**src/rtl/add32_seq_arbiter.sv**
```systemverilog
// Two-requester 32-bit add/subtract sequencer that time-shares one 16-bit CLA:
// round-robin accept, low halfword pass, high halfword pass, then hold the result.

module cla16 (
  input  logic [15:0] A,
  input  logic [15:0] B,
  input  logic        C0,
  output logic [15:0] S,
  output logic        C16
);

  logic [15:0] g, p;
  logic [3:0]  gg, gp;
  logic [16:0] c;

  always_comb begin
    g  = A & B;
    p  = A ^ B;
    gg = '0;
    gp = '0;
    c  = '0;
    for (int k = 0; k < 4; k++) begin
      gg[k] = g[4*k+3] | (p[4*k+3] & g[4*k+2]) | (p[4*k+3] & p[4*k+2] & g[4*k+1]) |
              (p[4*k+3] & p[4*k+2] & p[4*k+1] & g[4*k]);
      gp[k] = &p[4*k +: 4];
    end
    // Group-level lookahead; bit carries then ripple only inside each nibble.
    c[0]  = C0;
    c[4]  = gg[0] | (gp[0] & C0);
    c[8]  = gg[1] | (gp[1] & gg[0]) | (gp[1] & gp[0] & C0);
    c[12] = gg[2] | (gp[2] & gg[1]) | (gp[2] & gp[1] & gg[0]) | (gp[2] & gp[1] & gp[0] & C0);
    c[16] = gg[3] | (gp[3] & gg[2]) | (gp[3] & gp[2] & gg[1]) | (gp[3] & gp[2] & gp[1] & gg[0]) |
            (gp[3] & gp[2] & gp[1] & gp[0] & C0);
    for (int k = 0; k < 4; k++) begin
      for (int j = 0; j < 3; j++) begin
        c[4*k+j+1] = g[4*k+j] | (p[4*k+j] & c[4*k+j]);
      end
    end
    S   = p ^ c[15:0];
    C16 = c[16];
  end

endmodule

module add32_seq_arbiter (
  input  logic        clk,
  input  logic        rst,
  input  logic        rq0_valid,
  output logic        rq0_ready,
  input  logic [31:0] rq0_a,
  input  logic [31:0] rq0_b,
  input  logic        rq0_sub,
  input  logic        rq1_valid,
  output logic        rq1_ready,
  input  logic [31:0] rq1_a,
  input  logic [31:0] rq1_b,
  input  logic        rq1_sub,
  output logic        rsp_valid,
  input  logic        rsp_ready,
  output logic        rsp_id,
  output logic [31:0] rsp_sum,
  output logic        rsp_carry,
  output logic        rsp_ovf,
  output logic        rsp_zero
);

  typedef enum logic [1:0] {StIdle, StLo, StHi, StDone} state_e;

  state_e      state_q, state_d;
  logic [31:0] a_q, a_d;
  logic [31:0] b_q, b_d;
  logic        cin_q, cin_d;
  logic        id_q, id_d;
  logic        ptr_q, ptr_d;
  logic [31:0] sum_q, sum_d;
  logic        carry_mid_q, carry_mid_d;
  logic        carry_q, carry_d;
  logic        ovf_q, ovf_d;

  logic        gnt_id, accept, op_sub;
  logic [31:0] op_a, op_b;
  logic [15:0] add_a, add_b, add_s;
  logic        add_c0, add_c16;

  always_comb begin
    // A lone requester wins outright; a tie goes to the pointer.
    gnt_id    = (rq0_valid && rq1_valid) ? ptr_q : rq1_valid;
    accept    = (state_q == StIdle) && (rq0_valid || rq1_valid) && !rst;
    rq0_ready = accept && !gnt_id;
    rq1_ready = accept && gnt_id;
    op_a      = gnt_id ? rq1_a   : rq0_a;
    op_b      = gnt_id ? rq1_b   : rq0_b;
    op_sub    = gnt_id ? rq1_sub : rq0_sub;
  end

  always_comb begin
    add_a  = (state_q == StHi) ? a_q[31:16]  : a_q[15:0];
    add_b  = (state_q == StHi) ? b_q[31:16]  : b_q[15:0];
    add_c0 = (state_q == StHi) ? carry_mid_q : cin_q;
  end

  cla16 u_cla (
    .A   (add_a),
    .B   (add_b),
    .C0  (add_c0),
    .S   (add_s),
    .C16 (add_c16)
  );

  always_comb begin
    state_d     = state_q;
    a_d         = a_q;
    b_d         = b_q;
    cin_d       = cin_q;
    id_d        = id_q;
    ptr_d       = ptr_q;
    sum_d       = sum_q;
    carry_mid_d = carry_mid_q;
    carry_d     = carry_q;
    ovf_d       = ovf_q;
    unique case (state_q)
      StIdle: begin
        if (accept) begin
          a_d     = op_a;
          b_d     = op_sub ? ~op_b : op_b;
          cin_d   = op_sub;
          id_d    = gnt_id;
          ptr_d   = ~gnt_id;
          state_d = StLo;
        end
      end
      StLo: begin
        sum_d[15:0] = add_s;
        carry_mid_d = add_c16;
        state_d     = StHi;
      end
      StHi: begin
        sum_d[31:16] = add_s;
        carry_d      = add_c16;
        ovf_d        = (a_q[31] == b_q[31]) && (add_s[15] != a_q[31]);
        state_d      = StDone;
      end
      StDone: begin
        if (rsp_ready) state_d = StIdle;
      end
      default: state_d = StIdle;
    endcase
  end

  always_ff @(posedge clk) begin
    if (rst) begin
      state_q     <= StIdle;
      a_q         <= '0;
      b_q         <= '0;
      cin_q       <= 1'b0;
      id_q        <= 1'b0;
      ptr_q       <= 1'b0;
      sum_q       <= '0;
      carry_mid_q <= 1'b0;
      carry_q     <= 1'b0;
      ovf_q       <= 1'b0;
    end else begin
      state_q     <= state_d;
      a_q         <= a_d;
      b_q         <= b_d;
      cin_q       <= cin_d;
      id_q        <= id_d;
      ptr_q       <= ptr_d;
      sum_q       <= sum_d;
      carry_mid_q <= carry_mid_d;
      carry_q     <= carry_d;
      ovf_q       <= ovf_d;
    end
  end

  assign rsp_valid = (state_q == StDone);
  assign rsp_id    = id_q;
  assign rsp_sum   = sum_q;
  assign rsp_carry = carry_q;
  assign rsp_ovf   = ovf_q;
  assign rsp_zero  = (sum_q == 32'd0);

endmodule

```
**config.mk**
```make
export PLATFORM = sky130hd
export DESIGN_NAME = add32_seq_arbiter
export DESIGN_NICKNAME = d
export VERILOG_FILES = /design/src/rtl/add32_seq_arbiter.sv
export SDC_FILE = /design/constraint.sdc
export NUM_CORES = 1
export LEC_CHECK = 0
export ABC_AREA = 1
export BUFFER_PORTS_ARGS = -buffer_cell sky130_fd_sc_hd__buf_2
export CAP_MARGIN = 5
export CORE_ASPECT_RATIO = 2
export CORE_MARGIN = 2
export CORE_UTILIZATION = 35
export DETAILED_ROUTE_END_ITERATION = 8
export PLACE_DENSITY_LB_ADDON = 0.12
export SLEW_MARGIN = 15
export SYNTH_ARGS = -nofsm -noshare
export SYNTH_HDL_FRONTEND = slang
export SYNTH_HIERARCHICAL = 1
export SYNTH_SLANG_ARGS = --single-unit
```
**constraint.sdc**
```tcl
create_clock -name clk -period 9.5 [get_ports clk]
set_clock_uncertainty 0.1 [all_clocks]
set_input_delay 0.475 -clock clk [delete_from_list [all_inputs] [get_ports clk]]
set_output_delay 0.475 -clock clk [all_outputs]
set_load 0.05 [all_outputs]
```
[Yosys cells after proc, flatten, opt, wreduce, memory -nomap -nowiden]
Cells that the tools add are included.
Cells by class
  equal/unequal tests: 7
  muxes and demuxes: 11
  bitwise operators: 87
  reductions and logical operators: 17
Operators by type and width (number)
  32-bit 2-to-1 mux: 3
  1-bit AND: 48
  1-bit bitwise OR: 34
  32-bit zero test: 1
  16-bit 2-to-1 mux: 2
  32-bit inverter: 1
  16-bit bitwise XOR: 2
  16-bit AND: 1
  4-bit AND reduction: 4
  2-bit case mux with 4 select lines: 1
  1-bit logical AND: 6
  2-bit equality test, second input constant: 2
  2-bit 2-to-1 mux: 2
  2-bit AND reduction: 2
  1-bit 2-to-1 mux: 3
  2-bit by 1-bit equality test with 1-bit output, second input constant: 1
  1-bit zero test: 2
  2-bit zero test: 1
  2-bit by 1-bit inequality test with 1-bit output, second input constant: 1
  2-bit inequality test, second input constant: 1
  1-bit equality test: 1
  1-bit logical OR: 1
  1-bit inequality test: 1
  1-bit inverter: 1
Storage, ports and cells
  register bits after elaboration: 104
  bits of input ports: 135
  logic and storage cells: 133

[Logic depth before layout (Yosys ltp)]
Gate-level depths: netlist of run 1.
  depth in word-level cells: 20
  gate-level depth with buffers: 21

[By module]
Netlist of run 1, hierarchy kept.
Modules (own cells, without submodules)
  add32_seq_arbiter: times used 1, cells an instance 892, area an instance 5500.3 µm²
  cla16: times used 1, cells an instance 99, area an instance 772.0 µm²

[Worst setup path after synthesis of run 1]
OpenSTA, ideal clock, no wires.
  path kind: flip-flop to flip-flop
  start: register state_q[0]
  end: register ovf_q, in the netlist rsp_ovf
  setup time: 0.074 ns
  arrival time: 3.554 ns
  setup slack: 5.772 ns
  cell stages (with the launch flop): 22
  period minus slack after synthesis: 3.728 ns
  path through: dfxtp_1 > inv_1 > ha_1 > clkbuf_1 > inv_2 > clkbuf_1 > nand2_1 > nand2_1 > ha_1 > nand2_1 > nor2_1 > nor2_1 > nand2_1 > nor2_1 > a21boi_1 > fa_1 > fa_1 > fa_1 > xor2_1 > inv_1 > nand3_1 > a31oi_1
On the way
  elaborated cells between the ends (all ways): 50
  those cells by class: 2 x eq/ne; 3 x mux; 41 x bitwise; 4 x reduce/logical
RTL lines
  start, declared: RTL line 69  | state_e state_q, state_d;
  start signal, assigned: RTL line 152  | state_q <= StIdle;
  start signal, assigned: RTL line 163  | state_q <= state_d;
  2-bit equality test *: RTL line 97  | add_a = (state_q == StHi) ? a_q[31:16] : a_q[15:0];
  16-bit 2-to-1 mux *: RTL line 97
  net add_a[10]: RTL line 82  | logic [15:0] add_a, add_b, add_s;
  16-bit AND / 16-bit bitwise XOR (equally long branches): RTL line 17, 18
  1-bit AND, on equally long branches: RTL line 23, 24
  1-bit bitwise OR, or another cell as far along: RTL line 23  | gg[k] = g[4*k+3] | (p[4*k+3] & g[4*k+2]) | (p[4*k+3] & p[4*k+2] & g[4*k+1]) |
  1-bit bitwise OR / 1-bit AND (equally long branches): RTL line 23, 24
  1-bit bitwise OR: RTL line 23
  [... 5 more ...]
  1-bit AND *: RTL line 36  | c[4*k+j+1] = g[4*k+j] | (p[4*k+j] & c[4*k+j]);
  1-bit bitwise OR *: RTL line 36
  1-bit AND *: RTL line 36
  1-bit bitwise OR *: RTL line 36
  16-bit bitwise XOR *: RTL line 39  | S = p ^ c[15:0];
  net add_s[15]: RTL line 82
  1-bit inequality test *: RTL line 140  | ovf_d = (a_q[31] == b_q[31]) && (add_s[15] != a_q[31]);
  1-bit logical AND *: RTL line 140
  end signal, assigned: RTL line 172  | ovf_q <= ovf_d;
  end, declared: RTL line 78  | logic ovf_q, ovf_d;
The timed path passes the listed nets; every way through them passes the cells marked *.
A chain may end at the register's enable or synchronous reset.

[Final worst setup path of run 1]
Ends and elaborated chain as after synthesis.

==> impl_metrics.ini, run 1 <==
[timing]
fmax_ghz = 0.237
grt_setup_unrepaired = no
setup_viol = 0
totalNegativeSetupSlack_ps = 0
hold_violations = 0
slew_violations = 0
min_period_over_period_pct = 44.4
period_needed_ps = 4220
slew_headroom_pct = 32.0
worstMarginPinSlew_ps = 1010

[yosys]
synth_cell_types = 31
syn_area_mm2 = 0.00627
syn_area_per_cell_um2 = 6.33
ys_seq_area_share_pct = 33.2
syn-num-nets = 1159
synth-seq-cells = 104
synthesis.instances = 991
yosysWarnings = 6

[critical_path]
r2r-start = state_q[0]
r2r_slack_ps = 5280
ff2ff_path_depth = 19
cp.arrival_ps = 4410
worstPathMaxFanout = 50
cp_common_cell = nand2_1
slowest_delay_ps = 590
crit_path_start_kind = flip-flop
path_cells = inv_1, ha_1, inv_2, nand2_1, nand2_1, ha_1, nand2_1, nor2_1, nor2_1, nand2_1, nor2_1, a21boi_1, fa_1, fa_1, fa_1, xor2_1, inv_1, nand3_1, a31oi_1
r2r-end = rsp_ovf
cp.depth = 19
crit_buf_inv = 3
end_kind = flip-flop
cp_top_family = adder cells
critical_path_class = flip-flop to flip-flop
worst_ep_required_time_ps = 9690
worst_path_max_delay_cell = inv_2

[placement]
gp_congestion = 0.869
post-dp-hpwl_um = 14900
placed_cell_area_mm2 = 0.00712
port_buffers = 173

[clock_network]
cts_buffers = 9
postCtsHoldBufs = 0
clock-sinks = 104
cts_htree_levels = 3
clock_latency_ps = 360
cts_tree = built
post_cts_buffers = 0
cts-resized-gates = 0
cts_buffer_depth = 2
cts_root_buf = clkbuf_16
clk_pin_slew_ps = 80

[grt]
antenna_found_initial = 0
grt_pass1_vias = 6028
grt_pass1_wl_um = 31700
grtUsageTotal_pct = 20.8
grt_start_max_net_pins = 71
overflow = 0

[layout]
stdcell_area_mm2 = 0.00741
diodes = 0
nets = 1284
layout-drive-gt1-share_pct = 18.8
syn2layout_area_growth_pct = 18.1
final_core_util_pct = 41.9

[worst_hold_path]
hold_depth = 5
hold_start = rq0_a[30]
whs_endpoint = a_q[30]
hold_path.class = input port to flip-flop

[floorplanning]
ioPinCount = 174
fp.dieH_um = 193
die_area_mm2 = 0.0191
core_area_mm2 = 0.0177
initial_core_util_pct = 35.4
die_width_um = 98.7
rows = 69

[detailed_routing]
dr.pass1.iters = 5
detail_route.vias_per_cell = 4.86
postRouteAntennaNets = 0
drt_iter0_markers = 212
wire_per_inst_um = 14.9
num_vias = 6486
drc = 0
finalWirelength_um = 19800

[pwr]
ir_drop_uv = 121
cellLeakagePower_nw = 3.86
p_per_area_mw_per_mm2 = 275
power.total_mw = 2.04

[run]
drv_cap = 0

[outcome]
status = completed
synthesized netlist by cell type (all sizes together):
library cell	n	share of area, %
a31oi	1	0.10
clkbuf	27	1.6
nand3	109	8.8
ha	21	4.2
a21oi	39	3.1
nand2	388	24
o21ai	71	5.7
nand3b	3	0.36
xor2	2	0.28
nand4	3	0.30
clkinv	1	0.060
nor4	4	0.40
buf	39	3.8
o31ai	1	0.12
fa	12	3.8
inv	44	2.6
nor3	1	0.26
nor2	117	7.0
dfxtp	104	33
a21boi	1	0.12
o21a	1	0.24
xnor2	2	0.28
worst max path at each step:
stage | from | slack (ps) | end
detailed placement | state_q[0] | 5300 | rsp_ovf
floorplan | state_q[0] | 5770 | rsp_ovf
CTS | state_q[0] | 5300 | rsp_ovf
global route | state_q[0] | 4860 | rsp_ovf
global placement | state_q[0] | 5410 | rsp_ovf
finish | state_q[0] | 5280 | rsp_ovf
layout by cell type (no fill, tap or decap), drive strengths merged:
cell,netlist,final
xor2,2,2
nor3,1,1
fa,12,12
nor4,4,4
dfxtp,104,104
xnor2,2,2
a21boi,1,1
clkbuf,27,10
a21oi,39,39
o31ai,1,1
nand3,109,109
inv,44,46
ha,21,21
o21a,1,1
o21ai,71,71
a31oi,1,1
clkinv,1,5
nand3b,3,3
nand2,388,388
nor2,117,117
nand4,3,3
buf,39,180
cell families after synthesis:
group / Yosys count / synth area share [%]
AOI/OAI and AO/OA: 114 / 9.36
DFF: 104 / 33.2
and+or+nand+nor: 625 / 40.8
xor gates and xnor gates: 4 / 0.559
adders and majority gates: 33 / 8.02
buffers and inverters: 111 / 8.12
sequential cells by signal, indices dropped and copies added, names as in the netlist:
signal	count
a_q	32
b_q	32
rsp_sum	32
state_q	2
carry_mid_q	1
cin_q	1
ptr_q	1
rsp_carry	1
rsp_id	1
rsp_ovf	1
metrics by stage:
stage / instances / hold WS (ps) / worst slack, ps
after floorplan: 991 / 344 / 5770
after global placement: 1318 / 362 / 5410
after detailed placement: 1318 / 360 / 5300
after CTS: 1334 / 359 / 5300
after global routing: 1334 / 383 / 4860
final: 1334 / 363 / 5280
layout make-up:
| class | instances | area (um^2) |
|---|---|---|
| Fill cell | 1999 | 10300 |
| Clock inverter | 6 | 62.6 |
| Clock buffer | 10 | 229 |
| Timing Repair Buffer | 180 | 918 |
| Sequential cell | 104 | 2080 |
| Tap cell | 213 | 267 |
| Inverter | 45 | 169 |
| Multi-Input combinational cell | 776 | 3680 |
where the power goes:
group | leakage [nW] | internal (mW) | total [mW] | switching (mW)
Sequential | 0.854 | 0.571 | 0.675 | 0.104
Clock | 0.142 | 0.185 | 0.367 | 0.182
Combinational | 2.87 | 0.282 | 0.998 | 0.716
layer usage:
metal	global-route usage [%]	up-vias	share of wire, %
li1	-	3400	-
met1	24.1	2909	39
met4	8.17	0	3.3
met5	0	-	0
met3	1.84	32	3.5
met2	38.8	145	54
worst reg2reg max path, delay by kind of cell (launching register included):
kind	cells	cell delay, ps
adder cells (fa/ha/maj)	5	1670
buffers and inverters	3	800
AND/OR/NAND/NOR	8	780
flip-flops	1	370
AO/OA/AOI/OAI	2	250
XOR/XNOR	1	180
Power figures use the tool's default switching activity.
==> run 2: changes to the inputs <==
==> constraint.sdc (replaced) <==
create_clock -name clk -period 4.2 [get_ports clk]
set_clock_uncertainty 0.1 [all_clocks]
set_input_delay 0.21 -clock clk [delete_from_list [all_inputs] [get_ports clk]]
set_output_delay 0.21 -clock clk [all_outputs]
set_load 0.05 [all_outputs]
==> run 2 against run 1 <==
Compared with the run above: global-route usage increased by 0.25 points; design area increased by 0.61%; register-to-register slack got worse by 4900 ps; count of clock-buffer cells in the layout decreased by 1; highest routed layer unchanged; flip-flop and latch count unchanged.
==> impl_metrics.ini, run 2 (synthesis results as in run 1) <==
[grt]
grt_pass1_vias = 6149
grt_pass1_wl_um = 32000
antenna_found_initial = 0
overflow = 0
grtUsageTotal_pct = 21.1
grt_start_max_net_pins = 70

[floorplanning]
die_width_um = 98.7
ioPinCount = 174
fp.dieH_um = 193
initial_core_util_pct = 35.4
die_area_mm2 = 0.0191
core_area_mm2 = 0.0177
rows = 69

[critical_path]
worstPathMaxFanout = 22
crit_path_start_kind = flip-flop
worst_ep_required_time_ps = 4380
critical_path_class = flip-flop to flip-flop
end_kind = flip-flop
cp.arrival_ps = 4000
r2r_slack_ps = 390

[placement]
port_buffers = 173
post-dp-hpwl_um = 15300
dp.cells = 1321
gp_congestion = 0.896
placed_cell_area_mm2 = 0.00714

[layout]
fin_cells = 1337
mostFrequentLayoutCell = nand2_1
layout-drive-gt1-share_pct = 19.1
diodes = 0
syn2layout_area_growth_pct = 18.8
layout_common_cells = nand2_1, buf_2, nor2_1
stdcell_area_mm2 = 0.00745
nets = 1287

[detailed_routing]
drc = 0
postRouteAntennaNets = 0
wire_per_inst_um = 14.9
num_vias = 6492
detail_route.vias_per_cell = 4.86
finalWirelength_um = 20000
drt_iter0_markers = 233
dr.pass1.iters = 5

[clock_network]
cts_buffer_depth = 2
clk_pin_slew_ps = 80
cts_htree_levels = 3
cts_tree = built
cts_root_buf = clkbuf_16
cts_buffers = 9
clock_latency_ps = 350
postCtsHoldBufs = 0
clock-sinks = 104

[pwr]
p_per_area_mw_per_mm2 = 628
p_sw_mw = 2.27
intPower_mw = 2.42
cellLeakagePower_nw = 3.89
ir_drop_uv = 282
switching_share_pct = 48.4
pwr-share-clk_pct = 18.8
p_seq_share_pct = 32.8
pwr-share-comb_pct = 48.5

[timing]
period_needed_ps = 3810
hold_violations = 0
min_period_over_period_pct = 90.8
setup_viol = 0
grt_setup_unrepaired = no
slew_headroom_pct = 27.4
slew_violations = 0
worstMarginPinSlew_ps = 1090
totalNegativeSetupSlack_ps = 0
fmax_ghz = 0.262

[worst_hold_path]
hold_path.class = input port to flip-flop

[run]
drv_cap = 0

[outcome]
status = completed
## run 2: worst paths after layout
path,endpoint,cells past startpoint,start
setup / recovery,rsp_ovf,19,state_q[0]
hold / removal,a_q[28],5,rq0_a[28]
setup reg to reg,rsp_ovf,19,state_q[0]
hold reg to reg,a_q[4],2,a_q[4]
## run 2: area by class of cell
cell class,count,area [um^2]
clock inverter,7,86.3
tap,213,267
clock buffer,9,225
sequential,104,2080
multi-input combinational,776,3680
inverter,45,171
fill,1935,10200
timing repair buffer,183,941
## run 2: power by group through the flow
stage	sequential, mW	clock (mW)	combinational, mW
6_report	1.53	0.879	2.27
3_3_place_gp	1.56	0	2.28
4_1_cts	1.54	0.898	2.30
3_5_place_dp	1.56	0	2.29
5_1_grt	1.57	0.935	2.54
2_1_floorplan	1.91	0	1.27
## run 2: timing repair
| item | CTS | global route |
|---|---|---|
| resized for setup | 0 | 2 |
| buffers inserted | 0 | 0 |
| setup endpoints to repair | 0 | 2 |
## run 2: metal layers
metal,global-route usage [%],wire [um],up-vias
met3,1.88,557,22
met2,39.8,11000,136
met5,0,0,-
met1,23.9,7810,2932
li1,-,-,3402
met4,8.22,629,0
## run 2: per-stage QoR
step           hold slack [ps]  total power [mW]  util [%]  setup slack (ps)
3_3_place_gp               354              3.84      40.3               359
6_report                   103              4.68      42.1               388
4_1_cts                   96.5              4.74      42.1               279
3_5_place_dp               359              3.85      40.3               289
2_1_floorplan              342              3.19         -               472
5_1_grt                    132              5.04      42.1               105
## run 2: worst max-delay path, stage by stage (launching register included)
cell and delay [ps]:
dfxtp_1 380, inv_1 100, ha_1 260, buf_4 230
nand2_1 80, nand2_1 60, ha_1 350, nand2_1 90
nand2_1 50, nor2_1 90, nand2_1 100, nor2_1 110
a21boi_1 90, fa_1 390, fa_1 390, fa_1 380
xor2_1 180, inv_1 100, nand3_1 70, a31oi_1 150
